`src/rtl/flag_pkg.sv`:
```
// Shared flag indices, default flag width and the stack-operation decode
// used by the condition-flag context register.
package flag_pkg;

  localparam int FLAG_Z        = 0;
  localparam int FLAG_V        = 1;
  localparam int FLAG_N        = 2;
  localparam int NUM_FLAGS_DEF = 3;

  typedef logic [NUM_FLAGS_DEF-1:0] flag_vec_t;

  typedef enum logic [2:0] {
    OP_NONE    = 3'd0,
    OP_PUSH    = 3'd1,
    OP_POP     = 3'd2,
    OP_OVF     = 3'd3,
    OP_UNF     = 3'd4,
    OP_ILLEGAL = 3'd5
  } stk_op_t;

  // Resolve the push/pop request against the current stack occupancy.
  function automatic stk_op_t decode_op(input logic push, input logic pop,
                                        input logic full, input logic empty);
    stk_op_t op;
    op = OP_NONE;
    if (push && pop)     op = OP_ILLEGAL;
    else if (push)       op = full  ? OP_OVF : OP_PUSH;
    else if (pop)        op = empty ? OP_UNF : OP_POP;
    return op;
  endfunction

  function automatic logic is_err_op(input stk_op_t op);
    return (op == OP_OVF) || (op == OP_UNF) || (op == OP_ILLEGAL);
  endfunction

endpackage

```
`src/rtl/flag_ctx_stack.sv`:
```
// LIFO of saved flag contexts. Callers only assert push when not full and
// pop when not empty; the count never leaves 0..DEPTH.
module flag_ctx_stack
  import flag_pkg::*;
#(
  parameter int W     = NUM_FLAGS_DEF,
  parameter int DEPTH = 4,
  localparam int CW   = $clog2(DEPTH + 1),
  localparam int AW   = (DEPTH > 1) ? $clog2(DEPTH) : 1
) (
  input  logic          clk,
  input  logic          rst,
  input  logic          push,
  input  logic          pop,
  input  logic [W-1:0]  wdata,
  output logic [W-1:0]  rdata,
  output logic          full,
  output logic          empty,
  output logic [CW-1:0] cnt
);

  logic [W-1:0]  r_mem [DEPTH];
  logic [CW-1:0] r_cnt;
  logic [CW-1:0] w_cnt_m1;
  logic [AW-1:0] w_wr_idx;
  logic [AW-1:0] w_rd_idx;

  assign w_cnt_m1 = r_cnt - 1'b1;
  assign w_wr_idx = r_cnt[AW-1:0];
  assign w_rd_idx = w_cnt_m1[AW-1:0];

  assign full  = (r_cnt == CW'(DEPTH));
  assign empty = (r_cnt == '0);
  assign cnt   = r_cnt;
  assign rdata = empty ? '0 : r_mem[w_rd_idx];

  always_ff @(posedge clk or posedge rst) begin
    if (rst)                 r_cnt <= '0;
    else if (push && !full)  r_cnt <= r_cnt + 1'b1;
    else if (pop && !empty)  r_cnt <= w_cnt_m1;
  end

  // Entries are unreachable while empty, so the storage carries no reset.
  always_ff @(posedge clk) begin
    if (push && !full) r_mem[w_wr_idx] <= wdata;
  end

endmodule

```
`src/rtl/flag_ctx_reg.sv`:
```
// Condition-flag register with a save/restore context stack and a sticky
// error flag for overflow, underflow and simultaneous push+pop.
module flag_ctx_reg
  import flag_pkg::*;
#(
  parameter int NUM_FLAGS = NUM_FLAGS_DEF,
  parameter int DEPTH     = 4,
  localparam int CW       = $clog2(DEPTH + 1)
) (
  input  logic                 clk,
  input  logic                 rst,
  input  logic                 upd_en,
  input  logic [NUM_FLAGS-1:0] upd_mask,
  input  logic [NUM_FLAGS-1:0] upd_flags,
  input  logic                 push,
  input  logic                 pop,
  input  logic                 clr_err,
  output logic [NUM_FLAGS-1:0] flags,
  output logic                 stk_full,
  output logic                 stk_empty,
  output logic [CW-1:0]        stk_cnt,
  output logic                 err
);

  logic [NUM_FLAGS-1:0] r_flags;
  logic                 r_err;
  logic [NUM_FLAGS-1:0] w_rdata;
  logic [NUM_FLAGS-1:0] w_upd_val;
  logic                 w_full;
  logic                 w_empty;
  logic                 w_push_ok;
  logic                 w_pop_ok;
  logic                 w_err_ev;
  stk_op_t              w_op;

  assign w_op      = decode_op(push, pop, w_full, w_empty);
  assign w_push_ok = (w_op == OP_PUSH);
  assign w_pop_ok  = (w_op == OP_POP);
  assign w_err_ev  = is_err_op(w_op);
  assign w_upd_val = (r_flags & ~upd_mask) | (upd_flags & upd_mask);

  flag_ctx_stack #(
    .W     (NUM_FLAGS),
    .DEPTH (DEPTH)
  ) u_stack (
    .clk   (clk),
    .rst   (rst),
    .push  (w_push_ok),
    .pop   (w_pop_ok),
    .wdata (r_flags),
    .rdata (w_rdata),
    .full  (w_full),
    .empty (w_empty),
    .cnt   (stk_cnt)
  );

  // A restore wins over the ALU; an illegal push+pop freezes the flags, while
  // a dropped push or pop still lets the ALU update through.
  always_ff @(posedge clk or posedge rst) begin
    if (rst)                     r_flags <= '0;
    else if (w_op == OP_ILLEGAL) r_flags <= r_flags;
    else if (w_pop_ok)           r_flags <= w_rdata;
    else if (upd_en)             r_flags <= w_upd_val;
  end

  always_ff @(posedge clk or posedge rst) begin
    if (rst)           r_err <= 1'b0;
    else if (w_err_ev) r_err <= 1'b1;
    else if (clr_err)  r_err <= 1'b0;
  end

  assign flags     = r_flags;
  assign err       = r_err;
  assign stk_full  = w_full;
  assign stk_empty = w_empty;

endmodule

```
`config.mk`:
```
export PLATFORM = sky130hd
export DESIGN_NAME = flag_ctx_reg
export DESIGN_NICKNAME = d
export VERILOG_FILES = /design/src/rtl/flag_pkg.sv /design/src/rtl/flag_ctx_stack.sv /design/src/rtl/flag_ctx_reg.sv
export SDC_FILE = /design/constraint.sdc
export NUM_CORES = 1
export LEC_CHECK = 0
export CORE_ASPECT_RATIO = 1.25
export CORE_UTILIZATION = 41
export CTS_CLUSTER_SIZE = 10
export DETAILED_ROUTE_END_ITERATION = 10
export PLACE_DENSITY = 0.72
export SLEW_MARGIN = 20
export SYNTH_ARGS = -nofsm -noshare
export SYNTH_HDL_FRONTEND = slang
export SYNTH_SLANG_ARGS = --single-unit
```
`constraint.sdc`:
```
create_clock -name clk -period 5.2 [get_ports clk]
set_clock_uncertainty 0.2 [all_clocks]
set_input_delay 1.04 -clock clk [delete_from_list [all_inputs] [get_ports clk]]
set_output_delay 1.04 -clock clk [all_outputs]
set_load 0.01 [all_outputs]
```
# [Word-level counts from Yosys, hierarchy flattened]
# Memories as Yosys holds them, arrays and structs flattened.
# Cells that the tools add are included.
[totals] register_bits=7 ramBits=12 inputBits=12 output_inout_bits=9 n_memories=1
[op_classes] add_sub_neg=2 n_eq_ne=6 muxes=14 n_bitwise=5 n_reduce_logical=12
[mem_list] name="u_stack.r_mem" depth=4 width=3 read_ports=1 rd_clocked_by_memory_dff=0 wr=1 line="flag_ctx_stack.sv:22" source="logic [W-1:0] r_mem [DEPTH];"
[op_table] cell="2-to-1 mux 3 bit" count=9
[op_table] cell="equality test 3 bit (second input constant)" count=3
[op_table] cell="AND 3 bit" count=2
[op_table] cell="equality test 3 x 2 -> 1 bit (second input constant)" count=2
[op_table] cell="nonzero test 2 bit" count=3
[op_table] cell="2-to-1 mux 1 bit" count=4
[op_table] cell="adder 3 x 1 -> 3 bit (second input constant)" count=1
[op_table] cell="equality test 3 x 1 -> 1 bit (second input constant)" count=1
[op_table] cell="logical AND 1 bit" count=3
[op_table] cell="logical NOT 3 bit" count=1
[op_table] cell="inverter 3 bit" count=1
[op_table] cell="bitwise OR 3 bit" count=1
[op_table] cell="subtractor 3 x 1 -> 3 bit (second input constant)" count=1
[op_table] cell="logical NOT 1 bit" count=2
[op_table] cell="logical OR 1 bit" count=2
[op_table] cell="2-to-1 mux 2 bit" count=1
[op_table] cell="AND reduction 2 bit" count=1
[op_table] cell="inverter 1 bit" count=1

# [Depth between registers and ports, before layout]
# Gate-level depths: netlist (run 1).
[logic_depth] ltp_word=9 ltp_mapped=7 depth_no_buf=6

# [By module]
# A second synthesis (run 1) with hierarchy kept.
[hier_totals] hier_cells=83 area_unflattened_um2=988.4
[by_module_without_submodules] mod="flag_ctx_stack" n_inst=1 cells_each=53 area_each_um2=755.7
[by_module_without_submodules] mod="flag_ctx_reg" n_inst=1 cells_each=30 area_each_um2=232.7

# [Worst setup path after synthesis (run 1)]
# Ideal clock, no wire load.
[synth_timing] path_kind="reg2out" from="register u_stack.r_cnt[0] (netlist: u_stack.cnt[0])" to="output stk_empty" arrival_time_ps=1133 slack_ps=2827 path_stages_with_launch=5 path_buffers=1 path_cell_list="dfrtp_1 > buf_6 > inv_1 > ha_1 > nor2b_1"
[synth_between] elab_chain_cells=1
[synth_lines] element="start, declared" line="flag_ctx_stack.sv:23" source="logic [CW-1:0] r_cnt;"
[synth_lines] element="start signal, assigned" line="flag_ctx_stack.sv:39" source="else if (push && !full) r_cnt <= r_cnt + 1'b1;"
[synth_lines] element="start signal, assigned" line="flag_ctx_stack.sv:40" source="else if (pop && !empty) r_cnt <= w_cnt_m1;"
[synth_lines] element="logical NOT 3 bit" line="flag_ctx_stack.sv:33" source="assign empty = (r_cnt == '0);"
[synth_lines] element="end, declared" line="flag_ctx_reg.sv:20" source="output logic stk_empty,"
# Every way passes these cells.

# [Worst setup path after layout (run 1)]
# Same ends and word-level chain as after synthesis.

==> results.yml, run 1 <==
outcome:
  outcome: "complete, no violations"
yosys:
  synth_top_cell_by_area: "edfxtp_1"
  seq_area_frac_synth_pct: 58.5
  postSynthCellCount: 60
  yosysMostFrequentCell: "edfxtp_1"
  postSynthAreaPerCell_um2: 15.3
  synth-main-ff-cell: "edfxtp_1"
  ys_top_cells_by_area: "edfxtp_1 39%, dfrtp_1 19%, mux4_2 7.4%, ha_1 6.8%, mux2_1 3.7%"
  yosysWarningCount: 0
  synth_edf_count: 12
  synth_nets: 77
  ys_ff_latch: 19
  syn_area_um2: 916
  netlist.area_leader.share_pct: 39.3
  synth_commonest_cells: "12 x edfxtp_1, 7 x dfrtp_1, 5 x ha_1"
  synth.distinct_cells: 22
  async_flop_share_pct: 36.8
timing:
  setup_viol: 0
  slew_headroom_pct: 61.8
  setup_tns_ps: 0
  fmax_mhz: 312
  final_hold_viol_count: 0
  grt_setup_unrepaired: "no"
  fin_crit_sh_pct: 61.6
  maxSlewViolCount: 0
  fin_crit_ps: 3200
  worst_pin_slew_ps: 571
die:
  die_h_um: 54.8
  num_rows: 18
  io_pins: 21
  die_w_um: 44.3
  initial_core_util_pct: 44.7
  core_area_um2: 2050
  dieArea_um2: 2430
clocking:
  cts.sinks: 19
  cts_hold_buf: 0
  htree_levels: 1
  cts_tree: "yes"
  cts_root_buf: "clkbuf_4"
  insertion_delay_ps: 290
  numCtsBuffers: 3
  cts_resized: 0
  postCtsSetupBuffers: 0
  path_clk_slew_ps: 110
  cts_max_path_buffers: 2
route:
  avgViaCountPerCell: 4.72
  drc: 0
  antenna_left: 0
  drtIter0Drc: 7
  dr.pass1.iters: 4
  num_vias: 533
  routedWlPerCell_um: 14.3
  wirelength_mm: 1.62
critical_path:
  arrival_ps: 1960
  end_kind: "output port"
  startpoint: "u_stack.cnt[0]$_DFFE_PP0P_"
  start_kind: "flop"
  worstPathRequired_ps: 3960
  crit_fanout: 8
  r2r_start: "u_stack.cnt[0]$_DFFE_PP0P_"
  crit_type: "reg2out"
place:
  globalplace.congestion: 0.742
  dpl_cell_area_um2: 1140
  dpl.hpwl_mm: 1.19
  portBuffers: 20
power_and_ir_drop:
  leakage_nw: 0.444
  ir_worst_vdd_mv: 0.289
  powerDensity_nw_per_um2: 495
  power.total_w: 0.000579
final_layout:
  nets: 101
  antenna_cells: 0
  drive_gt1_share_pct: 16.9
  area_growth_pct: 27.7
  design_area_um2: 1170
  fillers: 179
grt:
  grt.overflow.total: 0
  antenna_found_initial: 0
  grt_pass1_wl_mm: 2.43
  globalRouteTotalUtil_pct: 15.1
  grt_max_degree: 12
  first_global_vias: 512
flow_run:
  cap_violations: 0
hold_path:
  hp-class: "reg2reg"
  min-delay-start: "u_stack.cnt[2]$_DFFE_PP0P_"
## cell type report
cell class	count	area, um^2	area share [%]
flip-flops and latches	19	536	45.8
multi-input cells	37	358	30.6
repair buffers	20	200	17.1
well taps	30	37.5	3.21
clock buffers	3	22.5	1.93
inverters	3	11.3	0.963
clock inverters	1	5.00	0.428
## cells in the final DEF, fill, tap and decap left out
cell	synthesis	final
a21oi_1	1	1
mux4_2	3	3
and2_1	4	4
clkdlybuf4s50_1	0	20
a21boi_2	1	1
nor2b_1	2	2
a211oi_1	1	1
edfxtp_1	12	12
nand2b_1	1	1
inv_1	3	3
nand2_1	4	4
nor3b_2	2	2
and2_4	1	1
clkbuf_4	0	3
clkinv_2	0	1
nor2_1	1	1
o21ai_0	1	1
mux2_2	3	3
mux2_1	3	3
a22oi_1	1	1
xnor2_1	2	2
dfrtp_1	7	7
mux2i_1	1	1
ha_1	5	5
## per-stage QoR
| stage | utilization, % | hold WS [ps] | setup slack [ps] | std cells |
|---|---|---|---|---|
| final | 57.1 | 330 | 2000 | 113 |
| after global routing | 57.1 | 373 | 1830 | 113 |
| after CTS | 57.1 | 333 | 1970 | 113 |
| after detailed placement | 55.7 | 314 | 2310 | 109 |
| after global placement | 55.7 | 317 | 2330 | 109 |
| after floorplan | - | 345 | 2830 | 60 |
## path summary, 6_finish.rpt
kind / endpoint / slack, ps / cells past startpoint
setup / recovery: stk_empty / 2000 / 4
hold / removal: u_stack.cnt[2]$_DFFE_PP0P_ / 330 / 1
setup reg to reg: flop / 2910 / 5
hold reg to reg: u_stack.cnt[2]$_DFFE_PP0P_ / 330 / 1
max in group asynchronous: asynchronous set/reset pin / 3770 / 2
min in group asynchronous: asynchronous set/reset pin / 780 / 2
## power breakdown
group	internal, W	switching (W)	total (W)
clock network	0.0000286	0.0000456	0.0000743
registers	0.000215	0.0000407	0.000256
logic	0.000148	0.000100	0.000249
total	0.000392	0.000187	0.000579
## logic make-up (layout without fill, tap and decap cells)
| kind of cell | after synthesis | count (layout) | share of synthesized area, % |
|---|---|---|---|
| muxes | 10 | 10 | 15.8 |
| AOI/OAI and AO/OA | 5 | 5 | 3.96 |
| xor gates and xnor gates | 2 | 2 | 1.91 |
| and+or+nand+nor | 15 | 15 | 10.5 |
| DFF | 19 | 19 | 58.5 |
| adders and majority gates | 5 | 5 | 6.83 |
| buffers and inverters | 4 | 27 | 2.46 |
## layer usage
metal / up-vias / track usage [%] / wire [um]
met1: 258 / 19.6 / 738
li1: 265 / - / -
met5: - / 0 / 0
met2: 8 / 24.8 / 822
met3: 2 / 2.31 / 40
met4: 0 / 7.58 / 17
## critical path, stage by stage (launching register included)
cell	delay, ps
dfrtp_1	510
inv_1	160
ha_1	180
nor2b_1	230
clkdlybuf4s50_1	580
Power figures use the tool's default switching activity.
==> run 2: changes to the inputs <==
clock period = 3.17 ns   (was 5.2 ns; I/O delays follow)
==> results of run 2 <==
The final DEF is identical to that of run 1. Status: complete, no violations.
Main changes from that run: setup slack after placement 2310 ps -> 683 ps; setup slack after layout 2000 ps -> 372 ps; register-to-register setup slack 2910 ps -> 880 ps; total power 0.000579 W -> 0.000949 W; worst IR drop on VDD 0.289 mV -> 0.474 mV
==> run 3: changes to the inputs <==
CORE_ASPECT_RATIO = not set   (was 1.25)
==> run 3 against run 2 <==
Power is 1.2% higher. Register-to-register slack got worse by 40 ps. Final cell count decreased by 2.7%. Clock power is essentially flat.
==> results.yml, run 3 (synthesis results as in run 1) <==
grt:
  grt_max_degree: 13
  grt.overflow.total: 0
  globalRouteTotalUtil_pct: 14.9
  first_global_vias: 551
  antenna_found_initial: 0
  grt_pass1_wl_mm: 2.50
critical_path:
  start_kind: "flop"
  crit_type: "reg2out"
  r2r_start: "u_stack.cnt[0]$_DFFE_PP0P_"
  path_buf_inv: 2
  end_kind: "output port"
  slowest_delay_ps: 600
  cp_top_family: "buffers and inverters"
  worst-path-stages: 4
  rrSetupSlack_ps: 840
  path_cells: "inv_1 -> ha_1 -> nor2b_1 -> clkdlybuf4s50_1"
  crit_fanout: 8
  endpoint: "stk_empty"
  arrival_ps: 2010
  startpoint: "u_stack.cnt[0]$_DFFE_PP0P_"
  worstPathRequired_ps: 2340
  ff2ff_path_depth: 5
  crit_path_top_delay_cell: "clkdlybuf4s50_1"
clocking:
  path_clk_slew_ps: 120
  numCtsBuffers: 3
  htree_levels: 1
  cts.sinks: 19
  cts_max_path_buffers: 2
  cts_root_buf: "clkbuf_4"
  cts_resized: 0
  cts_tree: "yes"
  cts_hold_buf: 0
  insertion_delay_ps: 300
  postCtsSetupBuffers: 0
route:
  drtIter0Drc: 6
  wirelength_mm: 1.60
  drc: 0
  maxUsedRoutingLayer: "met4"
  dr.pass1.iters: 4
  num_vias: 535
  met3_length_um: 45
  met2_length_um: 850
  antenna_left: 0
  avgViaCountPerCell: 4.86
  routedWlPerCell_um: 14.6
  met1_length_um: 685
outcome:
  outcome: "complete, no violations"
timing:
  slew_headroom_pct: 61.8
  maxSlewViolCount: 0
  setup_viol: 0
  setup_tns_ps: 0
  worst_pin_slew_ps: 571
  fin_crit_ps: 2850
  grt_setup_unrepaired: "no"
  final_hold_viol_count: 0
  fmax_mhz: 351
  holdWs_ps: 345
  fin_crit_sh_pct: 89.8
final_layout:
  layout_common_cells: "20 x clkdlybuf4s50_1, 12 x edfxtp_1, 7 x dfrtp_1"
  antenna_cells: 0
  final_core_util_pct: 57.8
  drive_gt1_share_pct: 16.9
  layout_commonest_cell: "clkdlybuf4s50_1"
  nets: 101
  area_growth_pct: 27.6
  stdcell_count: 110
die:
  initial_core_util_pct: 45.3
  io_pins: 21
  num_rows: 16
  dieArea_um2: 2430
  core_area_um2: 2020
  die_h_um: 49.3
  die_w_um: 49.3
power_and_ir_drop:
  ir_worst_vdd_mv: 0.691
  power.internal_w: 0.000646
  powerDensity_nw_per_um2: 822
  clock_power_share_pct: 13.1
  p_comb_share_pct: 42.8
  power.total_w: 0.000961
  switchingPower_w: 0.000315
  leakage_nw: 0.441
  p_seq_share_pct: 44.2
  switching_share_pct: 32.8
flow_run:
  cap_violations: 0
hold_path:
  hp-class: "reg2reg"
  min-delay-start: "u_stack.cnt[2]$_DFFE_PP0P_"
place:
  dpl.hpwl_mm: 1.20
  placed_cells: 106
  globalplace.congestion: 0.747
  portBuffers: 20
## run 3: cell types whose count changed in the layout (fill, tap and decap cells not counted), sizes merged
cell and change:
clkinv -1, clkinvlp +1
## run 3: how the worst min path moves through the flow
stage / cells past startpoint / slack, ps / end
floorplan: 1 / 240 / asynchronous set/reset pin
global placement: 1 / 310 / u_stack.cnt[2]$_DFFE_PP0P_
detailed placement: 1 / 320 / u_stack.cnt[2]$_DFFE_PP0P_
CTS: 1 / 340 / u_stack.cnt[2]$_DFFE_PP0P_
global route: 1 / 350 / u_stack.cnt[2]$_DFFE_PP0P_
finish: 1 / 350 / u_stack.cnt[2]$_DFFE_PP0P_
## run 3: area by class of cell
class,instances,area [um^2]
fill,163,853
sequential,19,536
multi-input combinational,37,358
timing repair buffer,20,200
tap,27,33.8
clock buffer,3,22.5
inverter,3,11.3
clock inverter,1,7.51
## run 3: worst register-to-register path, delay by kind of cell, from the launching register on
family | cells | cell delay, ps
flops | 1 | 590
buf+inv | 1 | 140
simple gates | 2 | 650
mux | 1 | 400
fa+ha+maj | 1 | 240
## run 3: routing by layer
layer / up-vias / track usage [%]
met3: 2 / 3.12
met2: 9 / 27.2
met1: 259 / 15.5
met5: - / 0
met4: 0 / 8.82
li1: 265 / -
## run 3: metrics by stage
stage | instance area [um^2] | worst slack (ps)
floorplan | 916 | 1110
global placement | 1140 | 708
detailed placement | 1140 | 655
CTS | 1170 | 304
global route | 1170 | 180
finish | 1170 | 324
## run 3: power by group through the flow
stage | clock network [W] | registers, W | logic, W
3_3_place_gp | 0 | 0.000427 | 0.000405
4_1_cts | 0.000128 | 0.000427 | 0.000416
6_report | 0.000125 | 0.000424 | 0.000411
5_1_grt | 0.000139 | 0.000439 | 0.000441
2_1_floorplan | 0 | 0.000425 | 0.000250
3_5_place_dp | 0 | 0.000433 | 0.000413
